<file path="config.mk">
export PLATFORM = sky130hd
export DESIGN_NAME = vga_pixel_pipe
export DESIGN_NICKNAME = d
export VERILOG_FILES = /design/src/rtl/vga_pkg.sv /design/src/rtl/vga_timing.sv /design/src/rtl/vga_pixel_pipe.sv
export SDC_FILE = /design/constraint.sdc
export NUM_CORES = 1
export LEC_CHECK = 0
export ABC_AREA = 1
export BUFFER_PORTS_ARGS = -buffer_cell sky130_fd_sc_hd__buf_2
export CAP_MARGIN = 20
export CORE_ASPECT_RATIO = 1.1
export CORE_UTILIZATION = 40
export DETAILED_ROUTE_END_ITERATION = 10
export GPL_ROUTABILITY_DRIVEN = 0
export PLACE_DENSITY = 0.6
export SLEW_MARGIN = 5
export SYNTH_ARGS = -nofsm -noshare
export SYNTH_HDL_FRONTEND = slang
export SYNTH_HIERARCHICAL = 1
export SYNTH_SLANG_ARGS = --single-unit
</file>
<file path="constraint.sdc">
create_clock -name clk -period 2.16 [get_ports clk]
set_input_delay 0.216 -clock clk [delete_from_list [all_inputs] [get_ports clk]]
set_output_delay 0.216 -clock clk [all_outputs]
set_load 0.02 [all_outputs]
</file>
<file path="src/rtl/vga_pkg.sv">
// rtl/vga_pkg.sv - shared VGA timing constants, colour type and bar table
// Contents: 640x480@60 timing, clock/latency constants, rgb12_t, colour bar lookup.
package vga_pkg;

  localparam int H_ACTIVE    = 640;
  localparam int H_FP        = 16;
  localparam int H_SYNC      = 96;
  localparam int H_BP        = 48;
  localparam int H_TOTAL     = H_ACTIVE + H_FP + H_SYNC + H_BP;   // 800

  localparam int V_ACTIVE    = 480;
  localparam int V_FP        = 10;
  localparam int V_SYNC      = 2;
  localparam int V_BP        = 33;
  localparam int V_TOTAL     = V_ACTIVE + V_FP + V_SYNC + V_BP;   // 525

  localparam int CLK_DIV     = 4;
  localparam int RD_LAT      = 2;
  localparam int SCALE_SHIFT = 1;
  localparam int ADDR_W      = 17;

  // Frame-buffer words per stored row.
  localparam int ROW_WORDS   = H_ACTIVE >> SCALE_SHIFT;
  localparam int BAR_W       = H_ACTIVE / 8;

  typedef struct packed {
    logic [3:0] red;
    logic [3:0] green;
    logic [3:0] blue;
  } rgb12_t;

  // Entry 0 (leftmost bar) sits in the low 12 bits.
  localparam logic [8*12-1:0] BAR_TABLE = {
    12'h000, 12'h00F, 12'hF00, 12'hF0F,
    12'h0F0, 12'h0FF, 12'hFF0, 12'hFFF
  };

  function automatic rgb12_t bar_colour(input logic [9:0] x);
    int idx;
    idx = int'(x) / BAR_W;
    if (idx > 7) idx = 7;
    return rgb12_t'(BAR_TABLE[idx*12 +: 12]);
  endfunction

endpackage

</file>
<file path="src/rtl/vga_timing.sv">
// rtl/vga_timing.sv - pixel-tick divider, h/v raster counters, raw sync and frame_start
// Ports: clk, rst_n (async active-low); pe pixel tick; h_cnt/v_cnt raster position;
//        active visible-region flag; h_sync_raw/v_sync_raw active-low issue-side syncs;
//        line_end/frame_end last pixel of line/frame; frame_start registered pulse at (0,0).
module vga_timing
  import vga_pkg::*;
#(
  parameter int V_ACT   = V_ACTIVE,
  parameter int V_FRONT = V_FP,
  parameter int V_SW    = V_SYNC,
  parameter int V_BACK  = V_BP
) (
  input  logic       clk,
  input  logic       rst_n,
  output logic       pe,
  output logic [9:0] h_cnt,
  output logic [9:0] v_cnt,
  output logic       active,
  output logic       h_sync_raw,
  output logic       v_sync_raw,
  output logic       line_end,
  output logic       frame_end,
  output logic       frame_start
);

  localparam int V_TOT = V_ACT + V_FRONT + V_SW + V_BACK;
  localparam int DIV_W = (CLK_DIV > 1) ? $clog2(CLK_DIV) : 1;

  logic [DIV_W-1:0] div_q, div_d;
  logic [9:0]       h_q, h_d;
  logic [9:0]       v_q, v_d;
  logic             frame_start_q, frame_start_d;

  always_comb begin
    pe        = (div_q == DIV_W'(CLK_DIV - 1));
    div_d     = pe ? '0 : div_q + 1'b1;
    line_end  = (h_q == 10'(H_TOTAL - 1));
    frame_end = line_end && (v_q == 10'(V_TOT - 1));

    h_d = h_q;
    v_d = v_q;
    if (pe) begin
      if (line_end) begin
        h_d = '0;
        v_d = frame_end ? '0 : v_q + 1'b1;
      end else begin
        h_d = h_q + 1'b1;
      end
    end

    frame_start_d = pe && (h_q == '0) && (v_q == '0);
    active        = (h_q < 10'(H_ACTIVE)) && (v_q < 10'(V_ACT));
    h_sync_raw    = !((h_q >= 10'(H_ACTIVE + H_FP)) &&
                      (h_q <= 10'(H_ACTIVE + H_FP + H_SYNC - 1)));
    v_sync_raw    = !((v_q >= 10'(V_ACT + V_FRONT)) &&
                      (v_q <= 10'(V_ACT + V_FRONT + V_SW - 1)));
  end

  always_ff @(posedge clk or negedge rst_n) begin
    if (!rst_n) begin
      div_q         <= '0;
      h_q           <= '0;
      v_q           <= '0;
      frame_start_q <= 1'b0;
    end else begin
      div_q         <= div_d;
      h_q           <= h_d;
      v_q           <= v_d;
      frame_start_q <= frame_start_d;
    end
  end

  assign h_cnt       = h_q;
  assign v_cnt       = v_q;
  assign frame_start = frame_start_q;

endmodule

</file>
<file path="src/rtl/vga_pixel_pipe.sv">
// rtl/vga_pixel_pipe.sv - VRAM fetch, pixel doubling, read-latency capture and registered VGA outputs
// Ports: clk, rst_n (async active-low); vram_addr/vram_rd read request, vram_data {R,G,B}
//        returned RD_LAT clks after vram_rd; vga_red/green/blue, vga_h_sync/v_sync (active low),
//        frame_start pulse at (0,0). Optional VGA_TEST_PATTERN_EN adds test_mode (colour bars).
module vga_pixel_pipe
  import vga_pkg::*;
#(
  parameter int V_ACT   = V_ACTIVE,
  parameter int V_FRONT = V_FP,
  parameter int V_SW    = V_SYNC,
  parameter int V_BACK  = V_BP
) (
  input  logic              clk,
  input  logic              rst_n,
`ifdef VGA_TEST_PATTERN_EN
  input  logic              test_mode,
`endif
  output logic [ADDR_W-1:0] vram_addr,
  output logic              vram_rd,
  input  logic [11:0]       vram_data,
  output logic [3:0]        vga_red,
  output logic [3:0]        vga_green,
  output logic [3:0]        vga_blue,
  output logic              vga_h_sync,
  output logic              vga_v_sync,
  output logic              frame_start
);

  logic       pe, active, hs_raw, vs_raw, line_end, frame_end, tm;
  logic [9:0] h_cnt, v_cnt;

  vga_timing #(
    .V_ACT  (V_ACT),
    .V_FRONT(V_FRONT),
    .V_SW   (V_SW),
    .V_BACK (V_BACK)
  ) u_timing (
    .clk        (clk),
    .rst_n      (rst_n),
    .pe         (pe),
    .h_cnt      (h_cnt),
    .v_cnt      (v_cnt),
    .active     (active),
    .h_sync_raw (hs_raw),
    .v_sync_raw (vs_raw),
    .line_end   (line_end),
    .frame_end  (frame_end),
    .frame_start(frame_start)
  );

`ifdef VGA_TEST_PATTERN_EN
  assign tm = test_mode;
`else
  assign tm = 1'b0;
`endif

  logic [ADDR_W-1:0] row_base_q, row_base_d;
  logic [ADDR_W-1:0] addr_q, addr_d;
  logic              rd_q, rd_d;
  logic [RD_LAT-1:0] rd_pipe_q, rd_pipe_d;
  rgb12_t            held_q, held_d;
  // Issue stage: attributes of the pixel fetched on the previous tick.
  logic              act_s_q, act_s_d;
  logic              hs_s_q, hs_s_d;
  logic              vs_s_q, vs_s_d;
  rgb12_t            rgb_q, rgb_d;
  logic              hs_q, hs_d;
  logic              vs_q, vs_d;
`ifdef VGA_TEST_PATTERN_EN
  logic              tp_s_q, tp_s_d;
  rgb12_t            pat_s_q, pat_s_d;
`endif

  always_comb begin
    row_base_d = row_base_q;
    addr_d     = addr_q;
    rd_d       = 1'b0;
    // Shift register marks when the word requested RD_LAT clks ago is on vram_data.
    rd_pipe_d  = RD_LAT'({rd_pipe_q, rd_q});
    held_d     = rd_pipe_q[RD_LAT-1] ? rgb12_t'(vram_data) : held_q;
    act_s_d    = act_s_q;
    hs_s_d     = hs_s_q;
    vs_s_d     = vs_s_q;
    rgb_d      = rgb_q;
    hs_d       = hs_q;
    vs_d       = vs_q;
`ifdef VGA_TEST_PATTERN_EN
    tp_s_d     = tp_s_q;
    pat_s_d    = pat_s_q;
`endif

    if (pe) begin
      if (active && !tm) begin
        rd_d   = 1'b1;
        addr_d = row_base_q + ADDR_W'(h_cnt >> SCALE_SHIFT);
      end

      // Row base steps once per replicated group of lines, so no multiply is needed.
      if (frame_end) begin
        row_base_d = '0;
      end else if (line_end && (v_cnt < 10'(V_ACT)) && (&v_cnt[SCALE_SHIFT-1:0])) begin
        row_base_d = row_base_q + ADDR_W'(ROW_WORDS);
      end

      // held_d (not held_q) keeps this correct when capture and tick coincide.
      rgb_d = act_s_q ? held_d : '0;
`ifdef VGA_TEST_PATTERN_EN
      if (tp_s_q) rgb_d = act_s_q ? pat_s_q : '0;
      tp_s_d  = tm;
      pat_s_d = bar_colour(h_cnt);
`endif
      hs_d    = hs_s_q;
      vs_d    = vs_s_q;
      act_s_d = active;
      hs_s_d  = hs_raw;
      vs_s_d  = vs_raw;
    end
  end

  always_ff @(posedge clk or negedge rst_n) begin
    if (!rst_n) begin
      row_base_q <= '0;
      addr_q     <= '0;
      rd_q       <= 1'b0;
      rd_pipe_q  <= '0;
      held_q     <= '0;
      act_s_q    <= 1'b0;
      hs_s_q     <= 1'b1;
      vs_s_q     <= 1'b1;
      rgb_q      <= '0;
      hs_q       <= 1'b1;
      vs_q       <= 1'b1;
`ifdef VGA_TEST_PATTERN_EN
      tp_s_q     <= 1'b0;
      pat_s_q    <= '0;
`endif
    end else begin
      row_base_q <= row_base_d;
      addr_q     <= addr_d;
      rd_q       <= rd_d;
      rd_pipe_q  <= rd_pipe_d;
      held_q     <= held_d;
      act_s_q    <= act_s_d;
      hs_s_q     <= hs_s_d;
      vs_s_q     <= vs_s_d;
      rgb_q      <= rgb_d;
      hs_q       <= hs_d;
      vs_q       <= vs_d;
`ifdef VGA_TEST_PATTERN_EN
      tp_s_q     <= tp_s_d;
      pat_s_q    <= pat_s_d;
`endif
    end
  end

  assign vram_addr  = addr_q;
  assign vram_rd    = rd_q;
  assign vga_red    = rgb_q.red;
  assign vga_green  = rgb_q.green;
  assign vga_blue   = rgb_q.blue;
  assign vga_h_sync = hs_q;
  assign vga_v_sync = vs_q;

endmodule
</file>
==> summary.md, run 1 <==
| Metric | Value |
|---|---|
| Outcome | `complete, no violations` |
| Setup CP Type | `reg -> reg` |
| Static leakage | `0.00248 uW` |
| Ys flop type | `dfrtp_1` |
| Yosys warns | `6` |
| TritonCTS buffer count | `9` |
| Max Cap Viol | `0` |
| Number of port buffers | `46` |
| Power per cell area | `644 nW/um2` |
| Slew Limit Fails | `0` |
| Yosys cell types | `35` |
| Final setup fails | `0` |
| Period utilization | `84.8%` |
| Int Power | `between 2000 and 2500 uW` |
| Hold crit path type | `in -> reg` |
| Wire length per cell | `12.4 um` |
| P&R area growth vs syn | `14.8%` |
| Clk sinks | `83` |
| Worst Tran Pin Value | `522 ps` |
| WL met2 | `approximately 4000 um` |
| Synth Register Bits | `83` |
| Nets@finish | `589` |
| Number of global-route vias before repair | `3238` |
| I/O Pins | `47` |
| Mapped Nets | `539` |
| Post-layout util | `a little under half` |
| Tmin final | `between 1500 and 2000 ps` |
| Die X | `about 100 um` |
| Comb pwr share | `3.1%` |
| Post-synth EDFFs | `0` |
| Mean Syn Cell Area | `8.00 um2` |
| Relative slew slack | `65.2%` |
| Hold depth | `3` |
| Final hold violations | `0` |
| Yosys top cell area share | `a little under half` |
| Core ar. | `9940 um2` |
| Maximum VDD drop | `0.364 mV` |
| Number of setup buffers added after CTS | `0` |
| Synth area leaders | `dfrtp_1, nand2_1, nand3_1` |
| H-tree depth | `3` |
| Post-route cell area | `about 4700 um2` |
| Initial antenna violation count | `0` |
| Worst R2R Start | `u_timing/h_cnt[1]` |
| Sequential share of power | `51.9%` |
| Worst path required time | `2470 ps` |
| Via-per-instance ratio | `4.92` |
| Total number of vias | `~3400` |
| Sequential share of the synthesized area | `50.4%` |
| Routed wire length | `8580 um` |
| Drt first pass iters | `4` |
| HPWL Detailed | `6200 um` |
| Crit path launch type | `flop` |
| Clock Path Buffers | `2` |
| Commonest non-fill, non-tap cell in the layout | `nand2_1` |
| RSZ-0062 raised after global routing | `no` |
| Clk root buf | `clkbuf_8` |
| Fmax | `546 MHz` |
| Worst Setup End Kind | `flop` |
| NetSw | `647 uW` |
| Hold Path Sink | `held_q[7]` |
| Drt drc | `0` |
| Die Span Y | `between 100 and 150 um` |
| Clock Power Share | `45.0%` |
| Hold_ws | `72.8 ps` |
| Share of layout cells above drive strength 1 | `17.3%` |
| Most frequent cells in the layout | `nand2_1, dfrtp_1, nand3_1` |
| Die Footprint | `roughly 11000 um2` |
| Clock transition at path regs | `roughly 90 ps` |
| First-pass GRT wire length | `14800 um` |
| Mapped cell area | `4130 um2` |
| Area post-placement | `4480 um2` |
| Hold path start | `vram_data[7]` |
| Initial Util | `41.6%` |
| Starting DRC count in detailed routing | `roughly 170` |
| R2R setup slack | `330 ps` |
| Highest metal used | `met4` |
| Grt ovf | `0` |
| Sum Neg Setup Slack | `0 ps` |
| Setup Skew | `7.61 ps` |
| N_diodes | `0` |
| FF-to-FF path depth | `11` |
| Total GRT Usage | `17.7%` |
| Max FO, Critical Path | `5` |
| Latest clock arrival within the worst-skew pair | `roughly 370 ps` |
| Total power | `3050 uW` |
| Sw Ratio | `21.2%` |
| M1 wire length | `roughly 4100 um` |
| Synth async-reset ratio | `100%` |
| RR Endpoint | `row_base_q[15]` |
| Post-synth top area cell | `dfrtp_1` |
| Row cnt | `38` |
| CTS tree | `done` |
| Antenna-violating nets left | `0` |
| Cells after synthesis | `516` |
| Largest net degree at the start of global routing | `42` |
| Crit path DAT | `approximately 2100 ps` |
| WL met3 | `314 um` |
## power groups by stage
stage               Sequential, uW  Clock (uW)  Combinational [uW]
floorplan                     1630           0                17.8
global placement              1610           0                94.0
detailed placement            1620           0                95.9
CTS                           1580        1410                97.7
global route                  1590        1460                 109
finish                        1580        1370                94.1
## cells in the mapped netlist (3+ instances only)
master	count
dfrtp_1	79
nand2_2	6
inv_2	7
dfstp_2	4
nor2_1	36
ha_1	9
xor2_1	10
buf_4	5
nand2_1	180
o21ai_1	10
inv_1	48
a21oi_1	4
o21ai_0	24
nor3_1	3
buf_2	5
nand4_1	7
nand3_1	53
## state kept, by name, indices dropped and copies added, names as in the netlist
| signal | flops |
|---|---|
| u_timing/h_cnt | 10 |
| act_s_q | 1 |
| u_timing/v_cnt | 10 |
| u_timing/div_q | 2 |
| vram_rd | 1 |
| vga_v_sync | 1 |
| held_q | 12 |
| vga_blue | 4 |
| rd_pipe_q | 2 |
| vs_s_q | 1 |
| vga_red | 4 |
| vga_h_sync | 1 |
| u_timing/frame_start | 1 |
| vga_green | 4 |
| hs_s_q | 1 |
| vram_addr | 17 |
| row_base_q | 11 |
## routing by layer
layer,global-route usage (%),up-vias
met4,7.78,0
met5,0,-
met2,28.5,63
li1,-,1727
met1,22.4,1592
met3,4.78,15
## worst max-delay path: stages, from the launching register on
cell and delay, ps:
dfrtp_1 390, ha_1 200, nand2_1 100, nor2_4 120, nand2_2 70, nor2_4 140
nand3_1 100, nor2_2 180, nand3_1 180, inv_2 150, nand3_1 90, nand2_1 60
## what timing repair did
item / in CTS / in global routing
setup endpoints to repair: 0 / 2
resized for setup: 0 / 1
hold endpoints to repair: 38 / 0
hold buffers: 1 / 0
## worst max path at each step
stage / start / endpoint / slack [ps] / cells after the start
6_report: u_timing/h_cnt[1] / row_base_q[15] / 330 / 11
4_1_cts: u_timing/v_cnt[0] / row_base_q[15] / 250 / 11
2_1_floorplan: u_timing/v_cnt[0] / row_base_q[13] / 410 / 11
3_5_place_dp: u_timing/v_cnt[0] / row_base_q[15] / 270 / 11
3_3_place_gp: u_timing/v_cnt[0] / row_base_q[15] / 350 / 11
5_1_grt: u_timing/h_cnt[1] / row_base_q[15] / 80 / 11
## cells by family (layout without fill, tap and decap cells)
family / count (synthesis) / in the layout / synth area share [%]
AO/OA/AOI/OAI: 41 / 41 / 5.36
XOR/XNOR: 12 / 12 / 2.54
flip-flops: 83 / 83 / 50.4
buffers and inverters: 74 / 129 / 7.91
AND/OR/NAND/NOR: 297 / 297 / 31.1
adder cells (fa/ha/maj): 9 / 9 / 2.73
## metrics by stage
step                cells  setup slack (ps)
floorplan             516               411
global placement      674               353
detailed placement    674               271
CTS                   691               249
global route          691              76.7
finish                691               329
## cell type report
class / count / area [um2]
fill: 958 / 5190
sequential: 83 / 2080
multi-input combinational: 359 / 1720
timing repair buffer: 55 / 315
inverter: 58 / 223
tap: 120 / 150
clock buffer: 10 / 138
clock inverter: 6 / 113
No activity file was read; power rests on OpenSTA's default activity.
==> run 2, diff against run 1 <==
- clock period: 2.16 -> 1.79 ns (I/O delays scaled with it)
==> run 2 against run 1 <==
Net effect: core utilization up 1.1 points; via count is 2.4% higher; sequential power grew 21%; highest routed layer unchanged; maximum frequency increased by 9.4%; combinational power grew 25%; critical path depth stayed put; power up 5.5%; largest power group unchanged; register-to-register slack lost 210 ps; non-clock buffer count grew 21; design area is 2.3% higher.
==> summary.md, run 2 (synthesis results as in run 1) <==
| Metric | Value |
|---|---|
| Most frequent cells in the layout | `nand2_1, dfrtp_1, nand3_1 (unchanged)` |
| Share of layout cells above drive strength 1 | `20.9% (was 17.3%)` |
| Placed cells | `691 (was 674)` |
| Hold crit path type | `in -> reg (unchanged)` |
| Post-route cell area | `4850 um2 (was 4740 um2)` |
| GR peak layer | `met2 (unchanged)` |
| Wire length per cell | `12.6 um (was 12.4 um)` |
| Via-per-instance ratio | `4.88 (was 4.92)` |
| N_diodes | `0 (unchanged)` |
| Maximum VDD drop | `0.317 mV (was 0.364 mV)` |
| Antenna-violating nets left | `0 (unchanged)` |
| Starting DRC count in detailed routing | `199 (was 173)` |
| Max Cap Viol | `0 (unchanged)` |
| Die X | `98.9 um (unchanged)` |
| Sequential share of power | `59.3% (was 51.9%)` |
| TritonCTS buffer count | `9 (unchanged)` |
| Non-filler cells in the finished layout | `712 (was 691)` |
| Max FO, Critical Path | `14 (was 5)` |
| Total GRT Usage | `18.1% (was 17.7%)` |
| NetSw | `741 uW (was 647 uW)` |
| Clock transition at path regs | `80 ps (was 90 ps)` |
| CTS tree | `done (unchanged)` |
| Slack of the critical path | `117 ps (was 329 ps)` |
| Clk root buf | `clkbuf_8 (unchanged)` |
| P&R area growth vs syn | `17.5% (was 14.8%)` |
| Initial antenna violation count | `0 (unchanged)` |
| Relative slew slack | `69.6% (was 65.2%)` |
| Setup Skew | `10.5 ps (was 7.61 ps)` |
| Largest net degree at the start of global routing | `32 (was 42)` |
| Area post-placement | `4610 um2 (was 4480 um2)` |
| Comb pwr share | `3.7% (was 3.1%)` |
| Final setup fails | `0 (unchanged)` |
| GR Layer Usage met3 | `2.39% (was 4.78%)` |
| Die Footprint | `10700 um2 (unchanged)` |
| Sum Neg Setup Slack | `0 ps (unchanged)` |
| Post-layout util | `48.8% (was 47.7%)` |
| Drt drc | `0 (unchanged)` |
| Number of global-route vias before repair | `3406 (was 3238)` |
| First-pass GRT wire length | `15300 um (was 14800 um)` |
| Total number of vias | `3478 (was 3397)` |
| Drt first pass iters | `4 (unchanged)` |
| M2 GR Usage | `30.7% (was 28.5%)` |
| Commonest non-fill, non-tap cell in the layout | `nand2_1 (unchanged)` |
| Grt ovf | `0 (unchanged)` |
| Number of flip-flops in the largest register | `17 (unchanged)` |
| H-tree depth | `3 (unchanged)` |
| Worst path required time | `2010 ps (was 2470 ps)` |
| Period utilization | `93.5% (was 84.8%)` |
| Crit path DAT | `1890 ps (was 2140 ps)` |
| Clock Power Share | `37.0% (was 45.0%)` |
| Power per cell area | `664 nW/um2 (was 644 nW/um2)` |
| Routed wire length | `8940 um (was 8580 um)` |
| Crit path launch type | `flop (unchanged)` |
| Layout fillers | `993 (was 958)` |
| Clock Path Buffers | `2 (unchanged)` |
| Setup CP Type | `reg -> reg (unchanged)` |
| HPWL Detailed | `6570 um (was 6200 um)` |
| Die Span Y | `109 um (unchanged)` |
| Met1 Usage GRT | `22.7% (was 22.4%)` |
| Fmax | `598 MHz (was 546 MHz)` |
| Nets@finish | `610 (was 589)` |
| Pre-CTS setup slack | `1.47 ps (was 271 ps)` |
| Number of port buffers | `46 (unchanged)` |
| Slew Limit Fails | `0 (unchanged)` |
| Final hold violations | `0 (unchanged)` |
| Int Power | `2480 uW (was 2410 uW)` |
| Worst Setup End Kind | `flop (unchanged)` |
| Latest clock arrival within the worst-skew pair | `350 ps (was 370 ps)` |
| Clk sinks | `83 (unchanged)` |
| I/O Pins | `47 (unchanged)` |
| Static leakage | `0.00255 uW (was 0.00248 uW)` |
| Sw Ratio | `23.0% (was 21.2%)` |
| Initial Util | `41.6% (unchanged)` |
| Core ar. | `9940 um2 (unchanged)` |
| Worst Tran Pin Value | `456 ps (was 522 ps)` |
| Tmin final | `1670 ps (was 1830 ps)` |
| Row cnt | `38 (unchanged)` |
| Outcome | `complete, no violations (unchanged)` |
## run 2: final cells by class
class                   instances  area [um2]  share of cell area (%)
multi-input cells             359        1750                    36.0
clock buffers                  12         145                    2.99
inverters                      58         223                    4.59
repair buffers                 76         477                    9.82
clock inverters                 4        26.3                   0.542
well taps                     120         150                    3.09
flip-flops and latches         83        2080                    42.9
## run 2: worst paths after layout
check | to | cells after the start | slack (ps) | from
max in group asynchronous | row_base_q[10] | 3 | 920 | rst_n
min | held_q[10] | 3 | 50 | vram_data[10]
max | row_base_q[10] | 11 | 120 | u_timing/h_cnt[0]
max reg2reg | row_base_q[10] | 11 | 120 | u_timing/h_cnt[0]
min reg2reg | rd_pipe_q[1] | 0 | 360 | rd_pipe_q[0]
min in group asynchronous | held_q[4] | 2 | 300 | rst_n
## run 2: power groups by stage
stage / combinational [uW] / clock [uW] / sequential [uW]
after floorplan: 21.4 / 0 / 1970
after global placement: 118 / 0 / 1950
after detailed placement: 121 / 0 / 1950
after CTS: 123 / 1240 / 1910
after global routing: 135 / 1310 / 1910
final: 118 / 1190 / 1910
## run 2: through the flow
step,hold slack [ps],total power [uW]
floorplan,-117,1990
global placement,147,2070
detailed placement,150,2070
CTS,34.6,3280
global route,39.3,3360
finish,49.6,3220
## run 2: timing repair
item,CTS,global route
gates resized for setup,1,9
endpoints found under the setup margin,2,11
endpoints found under the hold margin,24,0
pin swaps,0,5
hold buffers,1,0
setup buffers,0,5
## run 2: layer usage
metal	vias to the layer above	wire length [um]
li1	1768	-
met1	1632	4120
met2	68	4340
met3	10	338
met4	0	138
met5	-	0
## run 2: worst max-delay path: stages, from the launching register on
cell and delay, ps:
dfrtp_1 410, ha_4 160, nand2_2 70, nor2_4 140, nand2_2 80, nor2_4 130, nand3_2 80, nor2_2 110
buf_6 110, o21ai_4 110, nand2_1 90, o21ai_1 60
==> run 3, diff against run 2 <==
- ABC_AREA: 1 -> default
- SETUP_SLACK_MARGIN: default -> 0.15
==> run 3 against run 2 <==
Net effect: critical path depth down 3; critical endpoint is now row_base_q[14]; global-route usage increased by 1.0 points; die area decreased by 6.2%; core utilization rose by 7.8 points; power grew 5.6%; synthesized cell count is 31% lower; highest routed layer unchanged; the flow now finishes with violations (negative setup slack); combinational power hardly changed; worst setup slack worse by 250 ps; critical path type unchanged; clock skew fell by 5.0 ps; wire length increased by 1.6%; first-iteration DRC count is 17% lower.
==> summary.md, run 3 <==
| Metric | Value |
|---|---|
| Outcome | `finished with violations (was complete, no violations)` |
| Failing checks | `negative setup slack` |
| Via-per-instance ratio | `5.22 (was 4.88)` |
| Core ar. | `9400 um2 (was 9940 um2)` |
| Yosys cell types | `52 (was 35)` |
| Worst Tran Pin Value | `526 ps (was 456 ps)` |
| Clk sinks | `83 (unchanged)` |
| Total power | `3400 uW (was 3220 uW)` |
| Max FO, Critical Path | `6 (was 14)` |
| Slew Limit Fails | `0 (unchanged)` |
| Pre-CTS setup slack | `-120 ps (was 1.47 ps)` |
| CP cell instances | `nand4bb_4, nor2_2, nand2_2, inv_2, nand4b_1, a2bb2oi_4, or4_4, a21oi_2 (was ha_4, nand2_2, nor2_4, nand2_2, nor2_4, nand3_2, nor2_2, buf_6, o21ai_4, nand2_1, o21ai_1)` |
| Largest net degree at the start of global routing | `39 (was 32)` |
| Post-layout util | `56.6% (was 48.8%)` |
| Sequential share of the synthesized area | `53.8% (was 50.4%)` |
| Routed wire length | `9090 um (was 8940 um)` |
| HPWL Detailed | `6210 um (was 6570 um)` |
| Synth Register Bits | `83 (unchanged)` |
| Post-synth EDFFs | `0 (unchanged)` |
| Commonest non-fill, non-tap cell in the layout | `dfrtp_1 (was nand2_1)` |
| Clock transition at path regs | `80 ps (about the same)` |
| Drt first pass iters | `4 (unchanged)` |
| Nets@finish | `489 (was 610)` |
| Crit path launch type | `flop (unchanged)` |
| Period utilization | `107% (was 93.5%)` |
| Final hold violations | `0 (unchanged)` |
| Slack of the critical path | `-130 ps (was 117 ps)` |
| Mean Syn Cell Area | `10.8 um2 (was 8.00 um2)` |
| Final setup fails | `15 (was 0)` |
| P&R area growth vs syn | `37.5% (was 17.5%)` |
| Wire length per cell | `15.5 um (was 12.6 um)` |
| Share of layout cells above drive strength 1 | `46.7% (was 20.9%)` |
| Comb pwr share | `3.5% (was 3.7%)` |
| Number of flip-flops in the largest register | `17 (unchanged)` |
| N_diodes | `0 (unchanged)` |
| Most frequent cells after synthesis | `dfrtp_1, o21ai_0, nand3_1, mux2_2, nand2_1 (was nand2_1, dfrtp_1, nand3_1, inv_1, nor2_1)` |
| Cells after synthesis | `357 (was 516)` |
| Critical-path top delay cell | `or4_4 (was dfrtp_1)` |
| First-pass GRT wire length | `14400 um (was 15300 um)` |
| Initial Util | `41.2% (was 41.6%)` |
| Grt ovf | `0 (unchanged)` |
| CP max stage delay | `490 ps (was 410 ps)` |
| Die Footprint | `10100 um2 (was 10700 um2)` |
| Mapped cell area | `3870 um2 (was 4130 um2)` |
| Non-filler cells in the finished layout | `588 (was 712)` |
| Most frequent cells in the layout | `dfrtp_1, buf_4, buf_2 (was nand2_1, dfrtp_1, nand3_1)` |
| Hold crit path type | `in -> reg (unchanged)` |
| Worst path required time | `2090 ps (was 2010 ps)` |
| Number of port buffers | `46 (unchanged)` |
| Crit path DAT | `2220 ps (was 1890 ps)` |
| Total GRT Usage | `19.1% (was 18.1%)` |
| Clock Power Share | `40.4% (was 37.0%)` |
| Ys flop type | `dfrtp_1 (unchanged)` |
| Maximum VDD drop | `0.318 mV (was 0.317 mV)` |
| CTS tree | `done (unchanged)` |
| Starting DRC count in detailed routing | `166 (was 199)` |
| Worst Setup End Kind | `flop (unchanged)` |
| CP Buf/Inv Count | `1 (unchanged)` |
| H-tree depth | `3 (unchanged)` |
| Hold_ws | `58.6 ps (was 49.6 ps)` |
| Max Cap Viol | `0 (unchanged)` |
| Placed cells | `555 (was 691)` |
| Crit path max-delay family | `simple AND/OR/NAND/NOR gates (unchanged)` |
| Die X | `95.8 um (was 98.9 um)` |
| Setup Skew | `5.50 ps (was 10.5 ps)` |
| NetSw | `773 uW (was 741 uW)` |
| Int Power | `2630 uW (was 2480 uW)` |
| Latest clock arrival within the worst-skew pair | `360 ps (was 350 ps)` |
| Total number of vias | `3068 (was 3478)` |
| Number of global-route vias before repair | `2994 (was 3406)` |
| Post-synth top area cell | `dfrtp_1 (unchanged)` |
| Mapped Nets | `380 (was 539)` |
| Fmax | `521 MHz (was 598 MHz)` |
| Sw Ratio | `22.7% (was 23.0%)` |
| Initial antenna violation count | `0 (unchanged)` |
| Relative slew slack | `64.7% (was 69.6%)` |
| Antenna-violating nets left | `0 (unchanged)` |
| Synth async-reset ratio | `100% (unchanged)` |
| Sequential share of power | `56.2% (was 59.3%)` |
| Top-count cell post-synth | `dfrtp_1 (was nand2_1)` |
| Clock Path Buffers | `2 (unchanged)` |
| Die Span Y | `105 um (was 109 um)` |
| RSZ-0062 raised after global routing | `yes` |
| Clk root buf | `clkbuf_8 (unchanged)` |
| Power per cell area | `639 nW/um2 (was 664 nW/um2)` |
| Layout fillers | `808 (was 993)` |
| Tmin final | `1920 ps (was 1670 ps)` |
| Yosys top cell area share | `51.1% (was 47.9%)` |
| I/O Pins | `47 (unchanged)` |
| Row cnt | `37 (was 38)` |
| Static leakage | `0.00240 uW (was 0.00255 uW)` |
| TritonCTS buffer count | `9 (unchanged)` |
| Synth area leaders | `dfrtp_1, mux2_2, o21ai_0 (was dfrtp_1, nand2_1, nand3_1)` |
| Yosys warns | `6 (unchanged)` |
| Setup CP Type | `reg -> reg (unchanged)` |
| Drt drc | `0 (unchanged)` |
[run 3: cell types whose count changed in the layout (fill, tap and decap cells not counted), moves of 5 or more]
cell	previous run	this run
nand2_1	179	15
mux2_2	0	17
nand2b_1	0	5
nor2_1	35	9
buf_6	1	16
mux2_4	0	7
inv_1	47	19
xor2_1	10	4
buf_4	28	50
nand3_1	51	23
o21ai_2	0	9
inv_2	9	1
a31oi_1	0	5
xnor2_1	2	12
[run 3: area by class of cell]
cell class / instances / area (um2) / share of cell area, %
clock inverters: 5 / 62.6 / 1.18
clock buffers: 11 / 141 / 2.66
multi-input cells: 235 / 1950 / 36.6
inverters: 21 / 83.8 / 1.58
flip-flops and latches: 83 / 2080 / 39.2
well taps: 117 / 146 / 2.75
repair buffers: 116 / 856 / 16.1
[run 3: cell families (layout without fill, tap and decap cells)]
kind of cell | after synthesis | after routing | synth area share (%)
and+or+nand+nor | 117 | 117 | 17.4
muxes | 27 | 27 | 7.76
AOI/OAI and AO/OA | 65 | 65 | 9.64
adders and majority gates | 9 | 9 | 2.91
DFF | 83 | 83 | 53.8
xor gates and xnor gates | 17 | 17 | 3.85
buffers and inverters | 39 | 153 | 4.59
[run 3: final timing paths]
| kind | startpoint | cells past startpoint | end | slack, ps |
|---|---|---|---|---|
| max | u_timing/h_cnt[7] | 8 | row_base_q[14] | -130 |
| min reg2reg | rd_pipe_q[0] | 0 | rd_pipe_q[1] | 360 |
| max reg2reg | u_timing/h_cnt[7] | 8 | row_base_q[14] | -130 |
| max in group asynchronous | rst_n | 3 | vs_s_q | 870 |
| min | vram_data[5] | 2 | held_q[5] | 60 |
| min in group asynchronous | rst_n | 2 | vga_red[0] | 300 |
[run 3: routing by layer]
metal / part of all wire (%) / global-route usage (%) / up-vias / wire length, um
met2: 51 / 31.7 / 56 / 4590
met1: 44 / 23.4 / 1510 / 4030
met4: 2.6 / 9.91 / 0 / 238
met3: 2.5 / 3.06 / 16 / 231
met5: 0 / 0 / - / 0
li1: - / - / 1486 / -
[run 3: power groups by stage]
stage	Sequential, uW	Combinational (uW)	Clock [uW]
floorplan	1960	23.4	0
global placement	1950	117	0
detailed placement	1950	121	0
CTS	1910	123	1420
global route	1910	136	1490
finish	1910	118	1370
[run 3: through the flow]
step | cell area (um2) | TNS, ps
detailed placement | 4640 | -574
global placement | 4640 | -267
CTS | 5060 | -391
floorplan | 3940 | -276
finish | 5320 | -685
global route | 5320 | -2320
[run 3: worst register-to-register path, cell delays in order (launching register included)]
cell,delay (ps)
dfrtp_1,390
nand4bb_4,230
nor2_2,130
nand2_2,80
inv_2,60
nand4b_1,160
a2bb2oi_4,210
or4_4,490
a21oi_2,120
[run 3: repair_timing]
item,in CTS,in global routing
pin swaps,11,18
hold endpoints to repair,27,0
hold buffers,1,0
setup endpoints to repair,39,36
resized for setup,44,55
buffers inserted,5,8
gates cloned,2,1
